==> src/rtl/complex_mult_bram_v2_if.sv <==
// rtl/complex_mult_bram_v2_if.sv - stream, reference BRAM and control bundle for complex_mult_bram_v2
interface complex_mult_bram_v2_if #(
   parameter int DATA_W          = 16,
   parameter int REF_W           = 16,
   parameter int OUT_W           = 32,
   parameter int BRAM_DEPTH_BITS = 10
);
   logic [2*DATA_W-1:0]        s00_axis_tdata;
   logic                       s00_axis_tvalid;
   logic                       s00_axis_tready;
   logic                       s00_axis_tlast;
   logic [2*OUT_W-1:0]         m00_axis_tdata;
   logic                       m00_axis_tvalid;
   logic                       m00_axis_tready;
   logic                       m00_axis_tlast;
   logic [2*OUT_W/8-1:0]       m00_axis_tstrb;
   logic [BRAM_DEPTH_BITS-1:0] bram_addr;
   logic [2*REF_W-1:0]         bram_datain;
   logic                       conj_en;
   logic [BRAM_DEPTH_BITS-1:0] frame_last;
   logic                       sat_flag;
   logic                       frame_done;

   modport slave (
      input  s00_axis_tdata, s00_axis_tvalid, s00_axis_tlast, m00_axis_tready,
             bram_datain, conj_en, frame_last,
      output s00_axis_tready, m00_axis_tdata, m00_axis_tvalid, m00_axis_tlast,
             m00_axis_tstrb, bram_addr, sat_flag, frame_done
   );

   modport master (
      output s00_axis_tdata, s00_axis_tvalid, s00_axis_tlast, m00_axis_tready,
             bram_datain, conj_en, frame_last,
      input  s00_axis_tready, m00_axis_tdata, m00_axis_tvalid, m00_axis_tlast,
             m00_axis_tstrb, bram_addr, sat_flag, frame_done
   );
endinterface

==> src/rtl/complex_mult_bram_v2.sv <==
// rtl/complex_mult_bram_v2.sv - streaming complex multiplier against a frame-indexed BRAM reference
// Three-stage pipeline (capture, products, sum/round/saturate) advancing together on en.
module complex_mult_bram_v2 #(
   parameter int DATA_W          = 16,
   parameter int REF_W           = 16,
   parameter int OUT_W           = 32,
   parameter int SHIFT           = 0,
   parameter int BRAM_DEPTH_BITS = 10
) (
   input logic                   s00_axis_aclk,
   input logic                   s00_axis_areset,
   complex_mult_bram_v2_if.slave bus
);
   localparam int PROD_W = DATA_W + REF_W;
   localparam int SUM_W  = PROD_W + 1;
   localparam int WIDE_W = ((SUM_W + 1 > OUT_W) ? SUM_W + 1 : OUT_W) + 1;
   localparam int RND_SH = (SHIFT > 0) ? SHIFT - 1 : 0;
   localparam logic signed [WIDE_W-1:0] RND     = (SHIFT > 0) ? (WIDE_W'(1) <<< RND_SH) : '0;
   localparam logic signed [WIDE_W-1:0] SAT_MAX = {{(WIDE_W-OUT_W+1){1'b0}}, {(OUT_W-1){1'b1}}};
   localparam logic signed [WIDE_W-1:0] SAT_MIN = {{(WIDE_W-OUT_W+1){1'b1}}, {(OUT_W-1){1'b0}}};

   logic                       en, accept, s_ready, wrap, conj_eff;
   logic [BRAM_DEPTH_BITS-1:0] idx, idx_next, fl_eff, mode_fl;
   logic                       mode_conj;

   logic                       v1, l1, c1;
   logic signed [DATA_W-1:0]   s1_ar, s1_ai;
   logic signed [REF_W-1:0]    s1_br, s1_bi;
   logic                       v2, l2, c2;
   logic signed [PROD_W-1:0]   p_rr, p_ii, p_ri, p_ir;
   logic                       v3, out_last, sat, fd;
   logic [2*OUT_W-1:0]         out_data;

   logic signed [SUM_W-1:0]    sum_re, sum_im;
   logic [OUT_W:0]             res_re, res_im;

   // Returns {saturated, value} after rounding and arithmetic shift.
   function automatic logic [OUT_W:0] round_sat(input logic signed [SUM_W-1:0] s);
      logic signed [WIDE_W-1:0] w;
      w = (WIDE_W'(s) + RND) >>> SHIFT;
      if (w > SAT_MAX)
         return {1'b1, SAT_MAX[OUT_W-1:0]};
      else if (w < SAT_MIN)
         return {1'b1, SAT_MIN[OUT_W-1:0]};
      else
         return {1'b0, w[OUT_W-1:0]};
   endfunction

   always_comb begin
      en       = !v3 || bus.m00_axis_tready;
      s_ready  = en && !s00_axis_areset;
      accept   = bus.s00_axis_tvalid && s_ready;
      // The first sample of a frame uses the mode being latched alongside it.
      fl_eff   = (idx == '0) ? bus.frame_last : mode_fl;
      conj_eff = (idx == '0) ? bus.conj_en : mode_conj;
      wrap     = bus.s00_axis_tlast || (idx == fl_eff);
      idx_next = wrap ? '0 : idx + BRAM_DEPTH_BITS'(1);
   end

   // Presenting the next index during accept lets bram_datain line up with ref[idx].
   assign bus.bram_addr       = s00_axis_areset ? '0 : (accept ? idx_next : idx);
   assign bus.s00_axis_tready = s_ready;
   assign bus.m00_axis_tvalid = v3;
   assign bus.m00_axis_tdata  = out_data;
   assign bus.m00_axis_tlast  = out_last;
   assign bus.m00_axis_tstrb  = '1;
   assign bus.sat_flag        = sat;
   assign bus.frame_done      = fd;

   always_comb begin
      if (c2) begin
         sum_re = SUM_W'(p_rr) + SUM_W'(p_ii);
         sum_im = SUM_W'(p_ir) - SUM_W'(p_ri);
      end else begin
         sum_re = SUM_W'(p_rr) - SUM_W'(p_ii);
         sum_im = SUM_W'(p_ri) + SUM_W'(p_ir);
      end
      res_re = round_sat(sum_re);
      res_im = round_sat(sum_im);
   end

   always_ff @(posedge s00_axis_aclk) begin
      if (s00_axis_areset) begin
         idx       <= '0;
         mode_conj <= 1'b0;
         mode_fl   <= '1;
         v1        <= 1'b0;
         v2        <= 1'b0;
         v3        <= 1'b0;
         l1        <= 1'b0;
         l2        <= 1'b0;
         out_last  <= 1'b0;
         out_data  <= '0;
         sat       <= 1'b0;
         fd        <= 1'b0;
      end else begin
         fd <= accept && wrap;
         if (accept) begin
            idx <= idx_next;
            if (idx == '0) begin
               mode_conj <= bus.conj_en;
               mode_fl   <= bus.frame_last;
            end
         end
         if (en) begin
            v1    <= accept;
            s1_ar <= bus.s00_axis_tdata[DATA_W-1:0];
            s1_ai <= bus.s00_axis_tdata[2*DATA_W-1:DATA_W];
            s1_br <= bus.bram_datain[REF_W-1:0];
            s1_bi <= bus.bram_datain[2*REF_W-1:REF_W];
            l1    <= bus.s00_axis_tlast;
            c1    <= conj_eff;

            v2   <= v1;
            l2   <= l1;
            c2   <= c1;
            p_rr <= PROD_W'(s1_ar) * PROD_W'(s1_br);
            p_ii <= PROD_W'(s1_ai) * PROD_W'(s1_bi);
            p_ri <= PROD_W'(s1_ar) * PROD_W'(s1_bi);
            p_ir <= PROD_W'(s1_ai) * PROD_W'(s1_br);

            v3       <= v2;
            out_last <= l2;
            out_data <= {res_im[OUT_W-1:0], res_re[OUT_W-1:0]};
            if (v2 && (res_re[OUT_W] || res_im[OUT_W]))
               sat <= 1'b1;
         end
      end
   end
endmodule

==> src/flat_wrapper.sv <==
// flat-port wrapper written by rule: the top's interface ports become plain ports
module complex_mult_bram_v2_flat 
#(
   parameter int DATA_W          = 16,
   parameter int REF_W           = 16,
   parameter int OUT_W           = 32,
   parameter int SHIFT           = 0,
   parameter int BRAM_DEPTH_BITS = 10
)
  (s00_axis_aclk, s00_axis_areset, bus_s00_axis_tdata, bus_s00_axis_tvalid, bus_s00_axis_tlast, bus_m00_axis_tready, bus_bram_datain, bus_conj_en, bus_frame_last, bus_s00_axis_tready, bus_m00_axis_tdata, bus_m00_axis_tvalid, bus_m00_axis_tlast, bus_m00_axis_tstrb, bus_bram_addr, bus_sat_flag, bus_frame_done);
  complex_mult_bram_v2_if #(.DATA_W(DATA_W), .REF_W(REF_W), .OUT_W(OUT_W), .BRAM_DEPTH_BITS(BRAM_DEPTH_BITS)) bus_i ();
  input logic s00_axis_aclk;
  input logic s00_axis_areset;
  input wire logic [$bits(bus_i.s00_axis_tdata)-1:0] bus_s00_axis_tdata;
  input wire logic [$bits(bus_i.s00_axis_tvalid)-1:0] bus_s00_axis_tvalid;
  input wire logic [$bits(bus_i.s00_axis_tlast)-1:0] bus_s00_axis_tlast;
  input wire logic [$bits(bus_i.m00_axis_tready)-1:0] bus_m00_axis_tready;
  input wire logic [$bits(bus_i.bram_datain)-1:0] bus_bram_datain;
  input wire logic [$bits(bus_i.conj_en)-1:0] bus_conj_en;
  input wire logic [$bits(bus_i.frame_last)-1:0] bus_frame_last;
  output wire logic [$bits(bus_i.s00_axis_tready)-1:0] bus_s00_axis_tready;
  output wire logic [$bits(bus_i.m00_axis_tdata)-1:0] bus_m00_axis_tdata;
  output wire logic [$bits(bus_i.m00_axis_tvalid)-1:0] bus_m00_axis_tvalid;
  output wire logic [$bits(bus_i.m00_axis_tlast)-1:0] bus_m00_axis_tlast;
  output wire logic [$bits(bus_i.m00_axis_tstrb)-1:0] bus_m00_axis_tstrb;
  output wire logic [$bits(bus_i.bram_addr)-1:0] bus_bram_addr;
  output wire logic [$bits(bus_i.sat_flag)-1:0] bus_sat_flag;
  output wire logic [$bits(bus_i.frame_done)-1:0] bus_frame_done;
  assign bus_i.s00_axis_tdata = bus_s00_axis_tdata;
  assign bus_i.s00_axis_tvalid = bus_s00_axis_tvalid;
  assign bus_i.s00_axis_tlast = bus_s00_axis_tlast;
  assign bus_i.m00_axis_tready = bus_m00_axis_tready;
  assign bus_i.bram_datain = bus_bram_datain;
  assign bus_i.conj_en = bus_conj_en;
  assign bus_i.frame_last = bus_frame_last;
  assign bus_s00_axis_tready = bus_i.s00_axis_tready;
  assign bus_m00_axis_tdata = bus_i.m00_axis_tdata;
  assign bus_m00_axis_tvalid = bus_i.m00_axis_tvalid;
  assign bus_m00_axis_tlast = bus_i.m00_axis_tlast;
  assign bus_m00_axis_tstrb = bus_i.m00_axis_tstrb;
  assign bus_bram_addr = bus_i.bram_addr;
  assign bus_sat_flag = bus_i.sat_flag;
  assign bus_frame_done = bus_i.frame_done;
  complex_mult_bram_v2 #(.DATA_W(DATA_W), .REF_W(REF_W), .OUT_W(OUT_W), .SHIFT(SHIFT), .BRAM_DEPTH_BITS(BRAM_DEPTH_BITS)) u_core (.s00_axis_aclk(s00_axis_aclk), .s00_axis_areset(s00_axis_areset), .bus(bus_i));
endmodule
==> config.mk <==
export PLATFORM = sky130hd
export DESIGN_NAME = complex_mult_bram_v2_flat
export DESIGN_NICKNAME = d
export VERILOG_FILES = /design/src/rtl/complex_mult_bram_v2_if.sv /design/src/rtl/complex_mult_bram_v2.sv /design/src/flat_wrapper.sv
export SDC_FILE = /design/constraint.sdc
export NUM_CORES = 2
export LEC_CHECK = 0
export BUFFER_PORTS_ARGS = -buffer_cell sky130_fd_sc_hd__clkbuf_2
export CAP_MARGIN = 20
export CORE_MARGIN = 2
export CORE_UTILIZATION = 60
export CTS_CLUSTER_SIZE = 10
export DETAILED_ROUTE_END_ITERATION = 7
export GPL_ROUTABILITY_DRIVEN = 0
export PLACE_DENSITY = 0.83
export REMOVE_ABC_BUFFERS = 1
export SLEW_MARGIN = 20
export SYNTH_ARGS = -nofsm -noshare
export SYNTH_HDL_FRONTEND = slang
export SYNTH_SLANG_ARGS = --single-unit
==> constraint.sdc <==
create_clock -name s00_axis_aclk -period 30.8 [get_ports s00_axis_aclk]
set_clock_uncertainty 0.15 [all_clocks]
set_input_delay 1.54 -clock s00_axis_aclk [delete_from_list [all_inputs] [get_ports s00_axis_aclk]]
set_output_delay 1.54 -clock s00_axis_aclk [all_outputs]
set_load 0.005 [all_outputs]
; Word level (Yosys, flattened, before mapping)
; Cells that the tools add are included.
[classes]
add_sub_neg = 5
mul = 4
n_lt_le_gt_ge = 4
eq_ne = 1
mux = 11
bitwise = 1
reduce_logical = 12
[op_table]
columns = op, count
row1 = $mux W33, 6
row2 = $mul A16 B16 Y32, 4
row3 = $add A32 B32 Y33, 2
row4 = $gt A33 B32 Y1 const B, 2
row5 = $lt A33 B32 Y1 const B, 2
row6 = $sub A32 B32 Y33, 2
row7 = $mux W10, 4
row8 = $add A10 B1 Y10 const B, 1
row9 = $eq A10 B10 Y1, 1
row10 = $logic_not A10 Y1, 1
row11 = $logic_and A1 B1 Y1, 4
row12 = $reduce_and A2 Y1, 2
row13 = $logic_or A1 B1 Y1, 3
row14 = $logic_not A1 Y1, 2
row15 = $mux W1, 1
row16 = $not A1 Y1, 1
[totals]
regBits = 287
output_inout_bits = 87
word_cells = 60

; Longest topological paths before layout
[logic_depth]
ltp_word = 8
depth_mapped = 27
depth_no_buf = 26

; Least setup slack after synthesis
; Ideal clock, no wire load.
[synth_path]
kind = input to output
from = input bus_m00_axis_tready
to = output bus_bram_addr[9]
t_arrival_ns = 11.920
required_time_ns = 29.110
slack_ns = 17.190
path_stages = 8
cell_sequence = nor2b_1 clkbuf_1 nor2_1 nand2_1 nor3_1 nand4_1 xor2_1 nor2_1
[synth_via]
elab_chain_cells = 5
[synth_lines]
columns = item, line
row1 = "start, declared", flat_wrapper.sv:17  ; input wire logic [$bits(bus_i.m00_axis_tready)-1:0] bus_m00_axis_tready;
row2 = $logic_or A1 B1 Y1, complex_mult_bram_v2.sv:50  ; en = !v3 || bus.m00_axis_tready;
row3 = $logic_and A1 B1 Y1, complex_mult_bram_v2.sv:51  ; s_ready = en && !s00_axis_areset;
row4 = via bus_s00_axis_tready, flat_wrapper.sv:21  ; output wire logic [$bits(bus_i.s00_axis_tready)-1:0] bus_s00_axis_tready;
row5 = $logic_and A1 B1 Y1, complex_mult_bram_v2.sv:52  ; accept = bus.s00_axis_tvalid && s_ready;
row6 = $mux W10 (2 in series), complex_mult_bram_v2.sv:61  ; assign bus.bram_addr = s00_axis_areset ? '0 : (accept ? idx_next : idx);
row7 = "end, declared", flat_wrapper.sv:26  ; output wire logic [$bits(bus_i.bram_addr)-1:0] bus_bram_addr;
; The timed path passes the listed nets, and every way through them passes these cells.

; Final worst setup path
[layout_path]
from = register u_core.s1_bi[6]
to = register u_core.p_ri[31], data pin
[layout_via]
elab_chain_cells = 1
[layout_lines]
columns = item, line
row1 = "start, declared", complex_mult_bram_v2.sv:28  ; logic signed [REF_W-1:0] s1_br, s1_bi;
row2 = "start signal, assigned", complex_mult_bram_v2.sv:110  ; s1_bi <= bus.bram_datain[2*REF_W-1:REF_W];
row3 = $mul A16 B16 Y32, complex_mult_bram_v2.sv:119  ; p_ri <= PROD_W'(s1_ar) * PROD_W'(s1_bi);
row4 = "end signal, assigned", complex_mult_bram_v2.sv:119
row5 = "end, declared", complex_mult_bram_v2.sv:30  ; logic signed [PROD_W-1:0] p_rr, p_ii, p_ri, p_ir;
; No other way between the ends.
; A chain may end at the register's enable or synchronous reset.

==> qor.txt <==
status -> finished, violations left
failing checks -> DRC
CTS Root Cell -> clkbuf_16
TritonCTS Buffers -> 41
RSZ-0062 raised after global routing -> false
critical path buffer and inverter count -> 4
Die Area -> 91790 um^2
Setup CP Type -> reg -> reg
worst reg-to-reg path cell count -> 23
Tightest Hold Check Type -> reg -> reg
initial antenna violation count -> 3
CTS tree -> yes
I/O pins -> 167
Synth Flop Type -> edfxtp_1
Syn-to-layout area delta -> 6.063%
Slew HR -> 32.26%
DRT iter0 DRCs -> 3210
Post-CTS Setup Inserts -> 0
Setup-failing EPs final -> 0
Crit Reg-Reg Endpoint -> u_core.p_ri[31]
FFs w/ async S/R, synth -> 0%
Routed WL -> 131800 um
dpl ws -> 23190 ps
initial core utilization -> 60.59%
CP top delay family -> adder cells
Syn Std Cell Area -> 53630 um^2
area leader, netlist -> fa_1
grt total ovfl -> 0
final worst slack -> 23040 ps
PortBufs -> 158
grt peak-use layer -> met2
syn avg cell area -> 9.368 um^2
CP max FO -> 17
Endpoint, Worst Hold -> u_core.c2
CTS H-Tree Depth -> 2
Cells after Synth -> 5725
worst hold path cell count -> 0
critical path launch point -> u_core.s1_bi[6]
vias -> 39460
vias in the first global route -> 42770
Sink Count -> 287
Worst R2R Setup Slack -> 23040 ps
Most Frequent Cell on Critical Path -> fa_1
via/cell ratio -> 5.677
CTS Buffer Depth -> 3
slowest stage delay, CP -> 750 ps
Detail Placement HPWL -> 99290 um
Max Cap Viol -> 0
worst path cell trace -> buf_4 -> nand2_1 -> fa_1 -> inv_1 -> fa_1 -> inv_1 -> fa_1 -> fa_1 -> inv_1 -> fa_1 -> fa_1 -> ha_1 -> a21o_1 -> a21oi_1 -> nor4b_1 -> and2_1 -> a21oi_1 -> o41ai_1 -> o21ai_0 -> o41ai_1 -> o21bai_1 -> a21oi_1 -> xnor2_1
commonest non-fill, non-tap cell in the layout -> inv_1
Hold Buf Count CTS -> 0
met1 Use GR -> 37.58%
Max Slew Vio Count -> 0
nets -> 7280
Pre-antenna DRT Iters -> 8
commonest cells after routing, fill and taps aside -> 1257 x inv_1, 1050 x fa_1, 671 x nand2_1
final core occ -> 64.27%
TNS Setup -> 0 ps
Worst-path clk slew -> 60 ps
worst-margin pin slew -> 1003 ps
EDFF count, synth -> 194
Setup crit start kind -> flip-flop
Worst R2R Start -> u_core.s1_bi[6]
period utilisation layout -> 25.19%
Worst Path Arrival -> 7970 ps
largest net degree at the start of global routing -> 146
FP Rows -> 109
Synthesis Warnings -> 0
layout cells sized above 1 -> 5.774%
core footprint -> 88510 um^2
hold path start -> u_core.c1
Die Y -> 303.0 um
Seq cells post-synth -> 287
Crit. End Element -> flip-flop
die width -> 303.0 um
first-pass GRT wire length -> 217100 um
Yosys cell types -> 86
number of hold violations in the final report -> 0
GR Util met3 -> 6.810%
sequential fraction of the synthesis area -> 14.33%
worst endpoint required time -> 31010 ps
top-area cell type share of the netlist area -> 39.19%
Period minus WS final -> 7759 ps
CTS resizes -> 0
Post-route DRC -> 20
ranking of synthesized cells by area -> fa_1 39%, edfxtp_1 11%, ha_1 9.2%
drt wl/cell -> 18.96 um
met2 GRT Util -> 50.02%
Clock Latency Late Sink -> 630 ps
Tot GR Track Use -> 30.21%
Final ANT Viol Nets -> 0
crit path max-delay cell type -> edfxtp_1
f_max -> 128.9 MHz
sequential cells by signal (all words and copies together), names as in the netlist, 16 cells and up:
| name | cells |
|---|---|
| u_core.bus.m00_axis_tdata | 64 |
| u_core.p_ii | 32 |
| u_core.p_ir | 32 |
| u_core.p_ri | 32 |
| u_core.p_rr | 32 |
| u_core.s1_ai | 16 |
| u_core.s1_ar | 16 |
| u_core.s1_bi | 16 |
| u_core.s1_br | 16 |
layer usage:
layer / up-vias / part of all wire (%)
met1: 19710 / 37
met2: 1816 / 48
met3: 433 / 9.5
met4: 0 / 5.4
met5: - / 0
li1: 17510 / -
synth_stat cells, types with 7 or more instances:
library cell / n
o21a_1: 25
nand2_1: 671
o31ai_1: 9
and3_1: 20
nand4_1: 16
xnor2_1: 193
fa_1: 1050
dfxtp_1: 93
a21o_1: 88
edfxtp_1: 194
or3_1: 8
nor2b_1: 12
nor2_1: 252
o21ai_0: 106
buf_2: 8
o21bai_1: 18
mux2i_1: 11
a211oi_1: 76
inv_1: 1257
nand3_1: 25
clkbuf_1: 232
nor3_1: 33
nand2b_1: 55
xor2_1: 87
nor4_1: 7
and2_1: 388
ha_1: 396
buf_4: 8
maj3_1: 29
a31oi_1: 24
o211ai_1: 11
a21oi_1: 209
stage by stage:
step	hold WS [ps]	cells	instance area (um^2)
2_1_floorplan	250.3	5477	52640
3_3_place_gp	256.4	6874	55510
3_5_place_dp	269.3	6874	55510
4_1_cts	273.8	6948	56830
5_1_grt	290.8	6951	56880
6_report	271.8	6951	56880
worst register-to-register path, stage by stage, from the launching register on:
cell      delay [ps]
edfxtp_1         750
buf_4            370
nand2_1          130
fa_1             510
inv_1             50
fa_1             470
inv_1             50
fa_1             500
fa_1             550
inv_1             50
fa_1             490
fa_1             410
ha_1             350
a21o_1           200
a21oi_1          200
nor4b_1          350
and2_1           190
a21oi_1          130
o41ai_1          470
o21ai_0          240
o41ai_1          490
o21bai_1         110
a21oi_1          190
xnor2_1          100
kinds of logic after synthesis:
group | Yosys count | share of synthesized area [%]
simple gates | 1516 | 13.44
mux | 14 | 0.2683
compound gates | 632 | 7.540
other cells | 1 | 0.006992
flops | 287 | 14.33
buf+inv | 1513 | 10.71
fa+ha+maj | 1481 | 49.10
xor+xnor | 281 | 4.603
area by class of cell:
cell class	instances	area, um^2
flip-flops and latches	287	7687
clock buffers	60	1181
inverters	1258	4722
clock inverters	14	135.1
diodes	1	2.502
well taps	1165	1458
repair buffers	234	1416
fillers	6889	31630
multi-input cells	3932	40280
worst max-delay path by stage:
stage	endpoint	slack, ps	cells after the start
floorplan	bus_bram_addr[9]	16970	7
global placement	u_core.p_ri[31]	23370	23
detailed placement	u_core.p_ri[31]	23190	23
CTS	u_core.p_ri[31]	23180	23
global route	u_core.p_ri[31]	22610	23
finish	u_core.p_ri[31]	23040	23
Power is left out: the tool's default activity adds up to more than one toggle a clock period on the data nets, which glitch-free logic cannot reach.
